==> config.mk <==
export PLATFORM = sky130hd
export DESIGN_NAME = interrupter_receiver
export DESIGN_NICKNAME = d
export VERILOG_FILES = /design/src/rtl/interrupter_receiver.sv
export SDC_FILE = /design/constraint.sdc
export NUM_CORES = 1
export LEC_CHECK = 0
export BUFFER_PORTS_ARGS = -buffer_cell sky130_fd_sc_hd__buf_2
export CORE_MARGIN = 2
export CORE_UTILIZATION = 37
export CTS_CLUSTER_DIAMETER = 80
export DETAILED_ROUTE_END_ITERATION = 10
export GPL_TIMING_DRIVEN = 0
export PLACE_DENSITY = 0.56
export SYNTH_ARGS = -nofsm -noshare
export SYNTH_HDL_FRONTEND = slang
export SYNTH_SLANG_ARGS = --single-unit
==> constraint.sdc <==
create_clock -name i_clock -period 4.5 [get_ports i_clock]
set_input_delay 0.225 -clock i_clock [delete_from_list [all_inputs] [get_ports i_clock]]
set_output_delay 0.225 -clock i_clock [all_outputs]
set_load 0.005 [all_outputs]
==> src/rtl/interrupter_receiver.sv <==
// Receive end of the interrupter pulse link: synchronises the raw pulse, enforces
// on-time / off-time safety limits, drives the bridge gate and measures width/period.
module interrupter_receiver #(
  parameter int SYNC_STAGES    = 2,
  parameter int MAX_ON_CYCLES  = 500,
  parameter int MIN_OFF_CYCLES = 50000,
  parameter int CNT_W          = 32
) (
  input  logic             i_clock,
  input  logic             i_reset_n,
  input  logic             i_enable,
  input  logic             i_irq_in,
  input  logic             i_fault_clear,
  output logic             o_gate_out,
  output logic             o_fault_timeout,
  output logic             o_reject_pulse,
  output logic             o_width_valid,
  output logic [CNT_W-1:0] o_pulse_width,
  output logic             o_period_valid,
  output logic [CNT_W-1:0] o_pulse_period
);

  localparam logic [CNT_W-1:0] MAX_ON   = CNT_W'(MAX_ON_CYCLES);
  localparam logic [CNT_W-1:0] MIN_OFF  = CNT_W'(MIN_OFF_CYCLES);
  localparam logic [CNT_W-1:0] ONE      = {{(CNT_W-1){1'b0}}, 1'b1};
  localparam logic [CNT_W-1:0] ALL_ONES = {CNT_W{1'b1}};

  typedef enum logic [1:0] {
    ST_IDLE    = 2'd0,
    ST_ON      = 2'd1,
    ST_BLOCKED = 2'd2
  } state_t;

  state_t                 r_state;
  state_t                 w_next_state;
  logic [SYNC_STAGES-1:0] r_sync;
  logic                   r_s_d;
  logic                   w_s;
  logic                   w_rise;
  logic [CNT_W-1:0]       r_on_count;
  logic [CNT_W-1:0]       r_off_count;
  logic [CNT_W-1:0]       r_rise_count;
  logic                   r_ref_valid;
  logic                   w_accept;
  logic                   w_reject;
  logic                   w_timeout;
  logic                   w_width_upd;
  logic                   w_leave_on;

  assign w_s    = r_sync[SYNC_STAGES-1];
  assign w_rise = w_s & ~r_s_d;

  // Input synchroniser plus one-cycle delayed copy for edge detection.
  always_ff @(posedge i_clock or negedge i_reset_n) begin
    if (!i_reset_n) begin
      r_sync <= '0;
      r_s_d  <= 1'b0;
    end else begin
      r_sync <= {r_sync[SYNC_STAGES-2:0], i_irq_in};
      r_s_d  <= w_s;
    end
  end

  // State register.
  always_ff @(posedge i_clock or negedge i_reset_n) begin
    if (!i_reset_n) begin
      r_state <= ST_IDLE;
    end else begin
      r_state <= w_next_state;
    end
  end

  // Next-state and control decode; rises are only evaluated in IDLE.
  always_comb begin
    w_next_state = r_state;
    w_accept     = 1'b0;
    w_reject     = 1'b0;
    w_timeout    = 1'b0;
    w_width_upd  = 1'b0;
    w_leave_on   = 1'b0;
    if (!i_enable) begin
      w_next_state = ST_IDLE;
      w_leave_on   = (r_state == ST_ON);
    end else begin
      case (r_state)
        ST_IDLE: begin
          if (w_rise) begin
            if (!o_fault_timeout && (r_off_count >= MIN_OFF)) begin
              w_accept     = 1'b1;
              w_next_state = ST_ON;
            end else begin
              w_reject     = 1'b1;
              w_next_state = ST_BLOCKED;
            end
          end else begin
            w_next_state = ST_IDLE;
          end
        end
        ST_ON: begin
          if (w_s) begin
            if (r_on_count == MAX_ON) begin
              w_timeout    = 1'b1;
              w_leave_on   = 1'b1;
              w_next_state = ST_BLOCKED;
            end else begin
              w_next_state = ST_ON;
            end
          end else begin
            w_width_upd  = 1'b1;
            w_leave_on   = 1'b1;
            w_next_state = ST_IDLE;
          end
        end
        ST_BLOCKED: begin
          if (!w_s) begin
            w_next_state = ST_IDLE;
          end else begin
            w_next_state = ST_BLOCKED;
          end
        end
        default: begin
          w_next_state = ST_IDLE;
        end
      endcase
    end
  end

  // Gate, fault, strobes and measurement counters.
  always_ff @(posedge i_clock or negedge i_reset_n) begin
    if (!i_reset_n) begin
      o_gate_out      <= 1'b0;
      o_fault_timeout <= 1'b0;
      o_reject_pulse  <= 1'b0;
      o_width_valid   <= 1'b0;
      o_pulse_width   <= '0;
      o_period_valid  <= 1'b0;
      o_pulse_period  <= '0;
      r_on_count      <= '0;
      r_off_count     <= MIN_OFF;
      r_rise_count    <= '0;
      r_ref_valid     <= 1'b0;
    end else begin
      // Enable is folded in so a dropped enable kills the gate on the very next edge.
      o_gate_out     <= (r_state == ST_ON) && i_enable;
      o_reject_pulse <= w_reject;
      o_width_valid  <= w_width_upd;
      o_period_valid <= w_accept && r_ref_valid;

      if (w_timeout) begin
        o_fault_timeout <= 1'b1;
      end else if (i_fault_clear) begin
        o_fault_timeout <= 1'b0;
      end else begin
        o_fault_timeout <= o_fault_timeout;
      end

      if (w_accept) begin
        r_on_count <= ONE;
      end else if ((r_state == ST_ON) && w_s && !w_timeout) begin
        r_on_count <= r_on_count + ONE;
      end else begin
        r_on_count <= r_on_count;
      end

      if (w_width_upd) begin
        o_pulse_width <= r_on_count;
      end else begin
        o_pulse_width <= o_pulse_width;
      end

      if (w_leave_on) begin
        r_off_count <= '0;
      end else if ((r_state != ST_ON) && (r_off_count < MIN_OFF)) begin
        r_off_count <= r_off_count + ONE;
      end else begin
        r_off_count <= r_off_count;
      end

      if (w_accept) begin
        r_rise_count <= ONE;
      end else if (r_rise_count != ALL_ONES) begin
        r_rise_count <= r_rise_count + ONE;
      end else begin
        r_rise_count <= r_rise_count;
      end

      if (w_accept && r_ref_valid) begin
        o_pulse_period <= r_rise_count;
      end else begin
        o_pulse_period <= o_pulse_period;
      end

      if (!i_enable) begin
        r_ref_valid <= 1'b0;
      end else if (w_accept) begin
        r_ref_valid <= 1'b1;
      end else begin
        r_ref_valid <= r_ref_valid;
      end
    end
  end

endmodule
==> results_dict.tcl, run 1 <==
set metrics [dict create \
    outcome "completed" \
    syn_nets 701 \
    final.period_utilization_pct 58.1 \
    powerDensity_mw_per_mm2 328 \
    clock_latency_ns 0.42 \
    dp_hpwl_mm 12.7 \
    tns_ns 0 \
    netlist_area_mm2 0.00783 \
    core-area_mm2 0.0209 \
    critPathKind "reg2reg" \
    drive_above_1_share_pct 22.8 \
    synth.avg_cell_area_um2 11.3 \
    final_common_cell "dfrtp_1" \
    synth_edf_count 0 \
    clock_skew_ns 0.00834 \
    clock.fmax_ghz 0.382 \
    grt_start_max_net_pins 97 \
    pre_cts_slack_ns 1.90 \
    final_util_pct 43.9 \
    slowest_delay_ns 0.57 \
    antenna_found_initial 0 \
    routed_wl_mm 18.1 \
    cpMaxStageDelayCell "nor4bb_1" \
    dr.pass1.iters 5 \
    timing.hold.ws_ns 0.0709 \
    timing.max_cap.violations 0 \
    drc_errors 0 \
    peakVddDrop_mv 0.234 \
    cts_buffers 17 \
    io_pins 74 \
    viasPerCell 5.44 \
    maxSlewViolCount 0 \
    synth_ff_type "dfrtp_1" \
    numPortBuffers 73 \
    die-area_mm2 0.0223 \
    ys_warn_count 0 \
    die_w_um 149 \
    grt_usage_pct 16.9 \
    hold_class "in2reg" \
    diodes 0 \
    cts_num_sinks 171 \
    die_height_um 149 \
    layout.nets 797 \
    worst_setup_path_start_kind "register" \
    clk_pin_slew_ns 0.06 \
    antenna_left 0 \
    cp_cell_sequence "nor4bb_1 -> and4_1 -> a21oi_1 -> nor2_1 -> buf_2 -> nor2b_1" \
    routabilityCongestion 0.819 \
    worst_slew_pin_slew_ns 1.20 \
    route.vias.total 5830 \
    finalSetupViolations 0 \
    ys_seq_area_share_pct 54.7 \
    cp-end-kind "register" \
    cp.arrival_ns 2.92 \
    final-hold-violation-count 0 \
    grt_pass1_wl_mm 29.6 \
    crit_family "simple AND/OR/NAND/NOR gates" \
    fin_crit_ns 2.62 \
    cts-root-buf "clkbuf_16" \
    htreeDepth 4 \
    ys_ff_latch 171 \
    cts_tree "built" \
    cts_max_path_buffers 2 \
    core.rowCount 53 \
    syn_inst 691 \
    fill_cells 1930 \
    leakage_nw 4.38 \
    critPathMaxFanout 10 \
    start_util_pct 37.5 \
    grt.overflow.total 0 \
    grt_pass1_vias 5709 \
    grt_setup_unrepaired "no" \
    relSlewSlack_pct 19.0 \
    area_delta_synth_final_pct 17.1 \
    ctsResizeCount 0 \
    synth-async-reset-ratio_pct 100 \
    layout_common_cells "dfrtp_1, buf_2, a21oi_1" \
    drt_iter0_markers 298 \
    cp_data_required_time_ns 4.80 \
    crit_buf_inv 1 \
    synth_cell_types 62 \
    setup_ws_ns 1.88 \
    wl_per_cell_um 16.9 \
]
-- logic make-up (layout without fill, tap and decap cells) --
| logic type | after synthesis | count (layout) | share of synthesized area [%] |
|---|---|---|---|
| xor+xnor | 16 | 16 | 1.79 |
| mux | 71 | 71 | 10.1 |
| buf+inv | 43 | 149 | 2.84 |
| simple gates | 256 | 256 | 19.7 |
| flops | 171 | 171 | 54.7 |
| compound gates | 129 | 129 | 10.0 |
| fa+ha+maj | 5 | 5 | 0.799 |
-- registers in the layout, summed over array words and instances (netlist names), 2 cells and up --
name	flops
o_pulse_period	32
o_pulse_width	32
r_state	2
r_on_count	32
r_sync	2
r_rise_count	32
r_off_count	32
-- per-layer routing --
metal  vias to the layer above  GRT usage [%]  share of wire, %
met1                      2895           22.6                46
met5                         -              0                 0
li1                       2762              -                 -
met3                        19           3.51               4.2
met2                       154           27.3                48
met4                         0           5.67               1.1
-- layout make-up --
cell class | count | area, um^2 | share of cell area [%]
inverters | 13 | 48.8 | 0.532
repair buffers | 77 | 433 | 4.72
flip-flops and latches | 171 | 4290 | 46.7
well taps | 275 | 344 | 3.75
clock buffers | 21 | 470 | 5.13
plain buffers | 30 | 174 | 1.90
clock inverters | 8 | 95.1 | 1.04
multi-input cells | 477 | 3320 | 36.2
-- final timing paths --
check                           slack (ns)           start  cells after the start                 to
worst max-delay path                  1.88  r_on_count[15]                      6    r_off_count[25]
worst min-delay path                  0.07        i_enable                      2        r_ref_valid
worst max register to register        1.88  r_on_count[15]                      6    r_off_count[25]
worst min register to register        0.36       r_sync[0]                      0          r_sync[1]
max in group asynchronous             3.27       i_reset_n                      3     r_on_count[19]
min in group asynchronous             0.36       i_reset_n                      2  o_pulse_period[8]
-- per-stage QoR --
stage / area, um^2 / std cells / total power [W]
floorplan: 7830 / 691 / 0.00157
global placement: 8540 / 1039 / 0.00161
detailed placement: 8580 / 1040 / 0.00161
CTS: 9170 / 1072 / 0.00306
global route: 9170 / 1072 / 0.00313
finish: 9170 / 1072 / 0.00301
-- where the power goes --
group	internal, W	leakage, nW	switching, W
Sequential	0.00154	2.02	0.00000179
Clock	0.000848	0.276	0.000582
Combinational	0.00000785	2.08	0.0000330
-- repair_timing --
action / CTS / global route
endpoints found under the setup margin: 0 / 0
setup buffers: 0 / 0
hold buffers: 3 / 0
endpoints found under the hold margin: 77 / 0
-- synth_stat cells, types with 12 or more instances --
library cell	instances	area (um^2)
xnor2_1	12	105
o21ai_0	36	180
a21oi_1	50	250
dfrtp_1	165	4130
nand3_1	35	175
mux2_2	32	360
nand2_1	30	113
or3_1	35	219
or4_1	17	128
nor4_1	15	93.8
nand4_1	17	106
clkbuf_1	13	48.8
and4_1	12	105
mux2_1	32	360
nor2b_1	19	119
nor2_1	27	101
o31ai_1	16	120
inv_1	13	48.8
-- worst reg2reg max path: stages, from the launching register on --
cell,delay (ns)
dfrtp_1,0.49
nor4bb_1,0.57
and4_1,0.30
a21oi_1,0.21
nor2_1,0.53
buf_2,0.33
nor2b_1,0.07
Power figures use the tool's default switching activity.
==> run 2, diff against run 1 <==
--- a/config.mk
+++ b/config.mk
@@ -5,6 +5,7 @@
 export SDC_FILE = /design/constraint.sdc
 export NUM_CORES = 1
 export LEC_CHECK = 0
+export ABC_AREA = 1
 export BUFFER_PORTS_ARGS = -buffer_cell sky130_fd_sc_hd__buf_2
 export CORE_MARGIN = 2
 export CORE_UTILIZATION = 37
==> constraint.sdc (replaced) <==
create_clock -name i_clock -period 2.65 [get_ports i_clock]
set_input_delay 0.1325 -clock i_clock [delete_from_list [all_inputs] [get_ports i_clock]]
set_output_delay 0.1325 -clock i_clock [all_outputs]
set_load 0.005 [all_outputs]
==> results_dict.tcl, run 2 <==
set metrics [dict create \
    grt_setup_unrepaired "no" \
    leakage_nw 5.65 \
    hold_class "in2reg" \
    worst_setup_path_start_kind "register" \
    io_pins 74 \
    dr.pass1.iters 5 \
    synthMuxAreaShare_pct 0 \
    clkPwrFrac_pct 47.9 \
    cts_max_path_buffers 2 \
    numPortBuffers 73 \
    core-area_mm2 0.0244 \
    grt_start_max_net_pins 109 \
    routed_wl_mm 25.2 \
    final-hold-violation-count 0 \
    cts_buffers 17 \
    final.period_utilization_pct 81.2 \
    ys_ff_latch 171 \
    powerDensity_mw_per_mm2 488 \
    synth_xor_xnor_area_share_pct 2.76 \
    finalSetupViolations 0 \
    critPathMaxFanout 10 \
    wl_per_cell_um 14.9 \
    start_util_pct 37.7 \
    netlist_area_mm2 0.00920 \
    timing.hold.ws_ns 0.00821 \
    synth.avg_cell_area_um2 7.33 \
    fin_cells 1688 \
    route.vias.total 8190 \
    synth_edf_count 0 \
    grt_usage_pct 20.0 \
    maxSlewViolCount 0 \
    cp.arrival_ns 2.53 \
    power.share.switching_pct 22.9 \
    post-synth-top-count-cell "nand2_1" \
    layout_common_cells "nand2_1, nand3_1, dfrtp_1" \
    post-cts-setup-buffers 0 \
    synth_ff_type "dfrtp_1" \
    worst_slew_pin_slew_ns 0.662 \
    clock_skew_ns 0.00903 \
    yosys.area_share.adder_pct 0.680 \
    drt_iter0_markers 653 \
    synth_compound_area_share_pct 2.69 \
    internal-power_w 0.00399 \
    synthTopCellsByArea "dfrtp_1, nand2_1, nand3_1" \
    place_inst 1653 \
    cts_num_sinks 171 \
    relSlewSlack_pct 55.5 \
    antenna_found_initial 0 \
    clock_latency_ns 0.44 \
    grt_pass1_vias 8002 \
    drc_errors 0 \
    syn_inst 1255 \
    synth-async-reset-ratio_pct 100 \
    p_switching_w 0.00119 \
    synth_cell_types 35 \
    die_w_um 162 \
    synth_simple_gate_area_share_pct 38.9 \
    htreeDepth 4 \
    diodes 0 \
    synth_top_family_by_area "simple AND/OR/NAND/NOR gates" \
    final_common_cell "nand2_1" \
    p_total_w 0.00517 \
    syn_nets 1265 \
    die-area_mm2 0.0261 \
    viasPerCell 4.85 \
    ys_seq_area_share_pct 46.6 \
    dp_hpwl_mm 18.7 \
    peakVddDrop_mv 0.322 \
    area_delta_synth_final_pct 15.3 \
    fin_crit_ns 2.15 \
    cp_data_required_time_ns 3.02 \
    cts-root-buf "clkbuf_16" \
    yosys.area.top_type "dfrtp_1" \
    routabilityCongestion 0.928 \
    layout.nets 1361 \
    outcome "completed" \
    fill_cells 2577 \
    drive_above_1_share_pct 13.2 \
    grt_pass1_wl_mm 41.6 \
    die_height_um 162 \
    cp-end-kind "register" \
    critPathKind "reg2reg" \
    core.rowCount 57 \
    cts_tree "built" \
    clk_pin_slew_ns 0.07 \
    clock.fmax_ghz 0.465 \
    timing.max_cap.violations 0 \
    antenna_left 0 \
    synthTopCellsByCount "nand2_1, dfrtp_1, nand3_1" \
    seqPwrFrac_pct 50.6 \
    yosys.area.top_type_share_pct 44.9 \
    ys_warn_count 0 \
    grt.overflow.total 0 \
    comb_power_share_pct 1.6 \
]
==> run 2: power groups by stage <==
| stage | Sequential (W) | Combinational [W] | Clock [W] |
|---|---|---|---|
| 2_1_floorplan | 0.00266 | 0.0000117 | 0 |
| 3_3_place_gp | 0.00267 | 0.0000755 | 0 |
| 3_5_place_dp | 0.00266 | 0.0000835 | 0 |
| 4_1_cts | 0.00261 | 0.0000869 | 0.00254 |
| 5_1_grt | 0.00261 | 0.0000962 | 0.00264 |
| 6_report | 0.00262 | 0.0000811 | 0.00248 |
==> run 2: critical path, cell delays in order (launching register included) <==
cell	delay, ns
dfrtp_1	0.47
inv_1	0.21
ha_1	0.27
nand3_1	0.08
nor2_1	0.05
nand2_1	0.07
nor2_2	0.06
a21boi_1	0.34
buf_2	0.35
nand3_1	0.11
nand2_1	0.08
==> run 2: cell type report <==
type,instances,area (um^2),share of cell area [%]
multi-input combinational,903,4140,39.0
timing repair buffer,77,433,4.08
clock buffer,21,460,4.34
tap,324,405,3.82
buffer,45,262,2.47
sequential,171,4290,40.4
clock inverter,11,109,1.03
inverter,136,510,4.81
==> run 2: through the flow <==
stage          area [um^2]  setup TNS [ns]  setup slack (ns)  util (%)
6_report             10600               0             0.499      43.5
3_3_place_gp          9970         -225.30             -1.38      40.9
4_1_cts              10600               0             0.524      43.5
2_1_floorplan         9200               0              1.03         -
3_5_place_dp         10000               0             0.541      41.0
5_1_grt              10600               0             0.274      43.5
==> run 2: final timing paths <==
path,cells past startpoint,start,slack [ns],end
max,10,r_on_count[0],0.50,r_on_count[30]
min,3,i_enable,0.008,r_ref_valid
max reg2reg,10,r_on_count[0],0.50,r_on_count[30]
min reg2reg,0,r_sync[0],0.35,r_sync[1]
max in group asynchronous,3,i_reset_n,1.50,r_rise_count[15]
min in group asynchronous,2,i_reset_n,0.23,o_pulse_width[8]
==> run 2: logic make-up (layout without fill, tap and decap cells) <==
group,Yosys count,count (layout)
flip-flops,171,171
AND/OR/NAND/NOR,824,824
AO/OA/AOI/OAI,45,45
XOR/XNOR,29,29
buffers and inverters,181,290
adder cells (fa/ha/maj),5,5
==> run 2: routing by layer <==
layer / track usage, % / part of all wire (%)
met1: 26.8 / 46
met2: 33.8 / 48
met3: 3.09 / 3.6
met4: 5.79 / 1.8
met5: 0 / 0
==> run 2: what timing repair did <==
item / in CTS / in global routing
gates resized for setup: 0 / 0
endpoints found under the hold margin: 65 / 0
hold buffers: 3 / 0
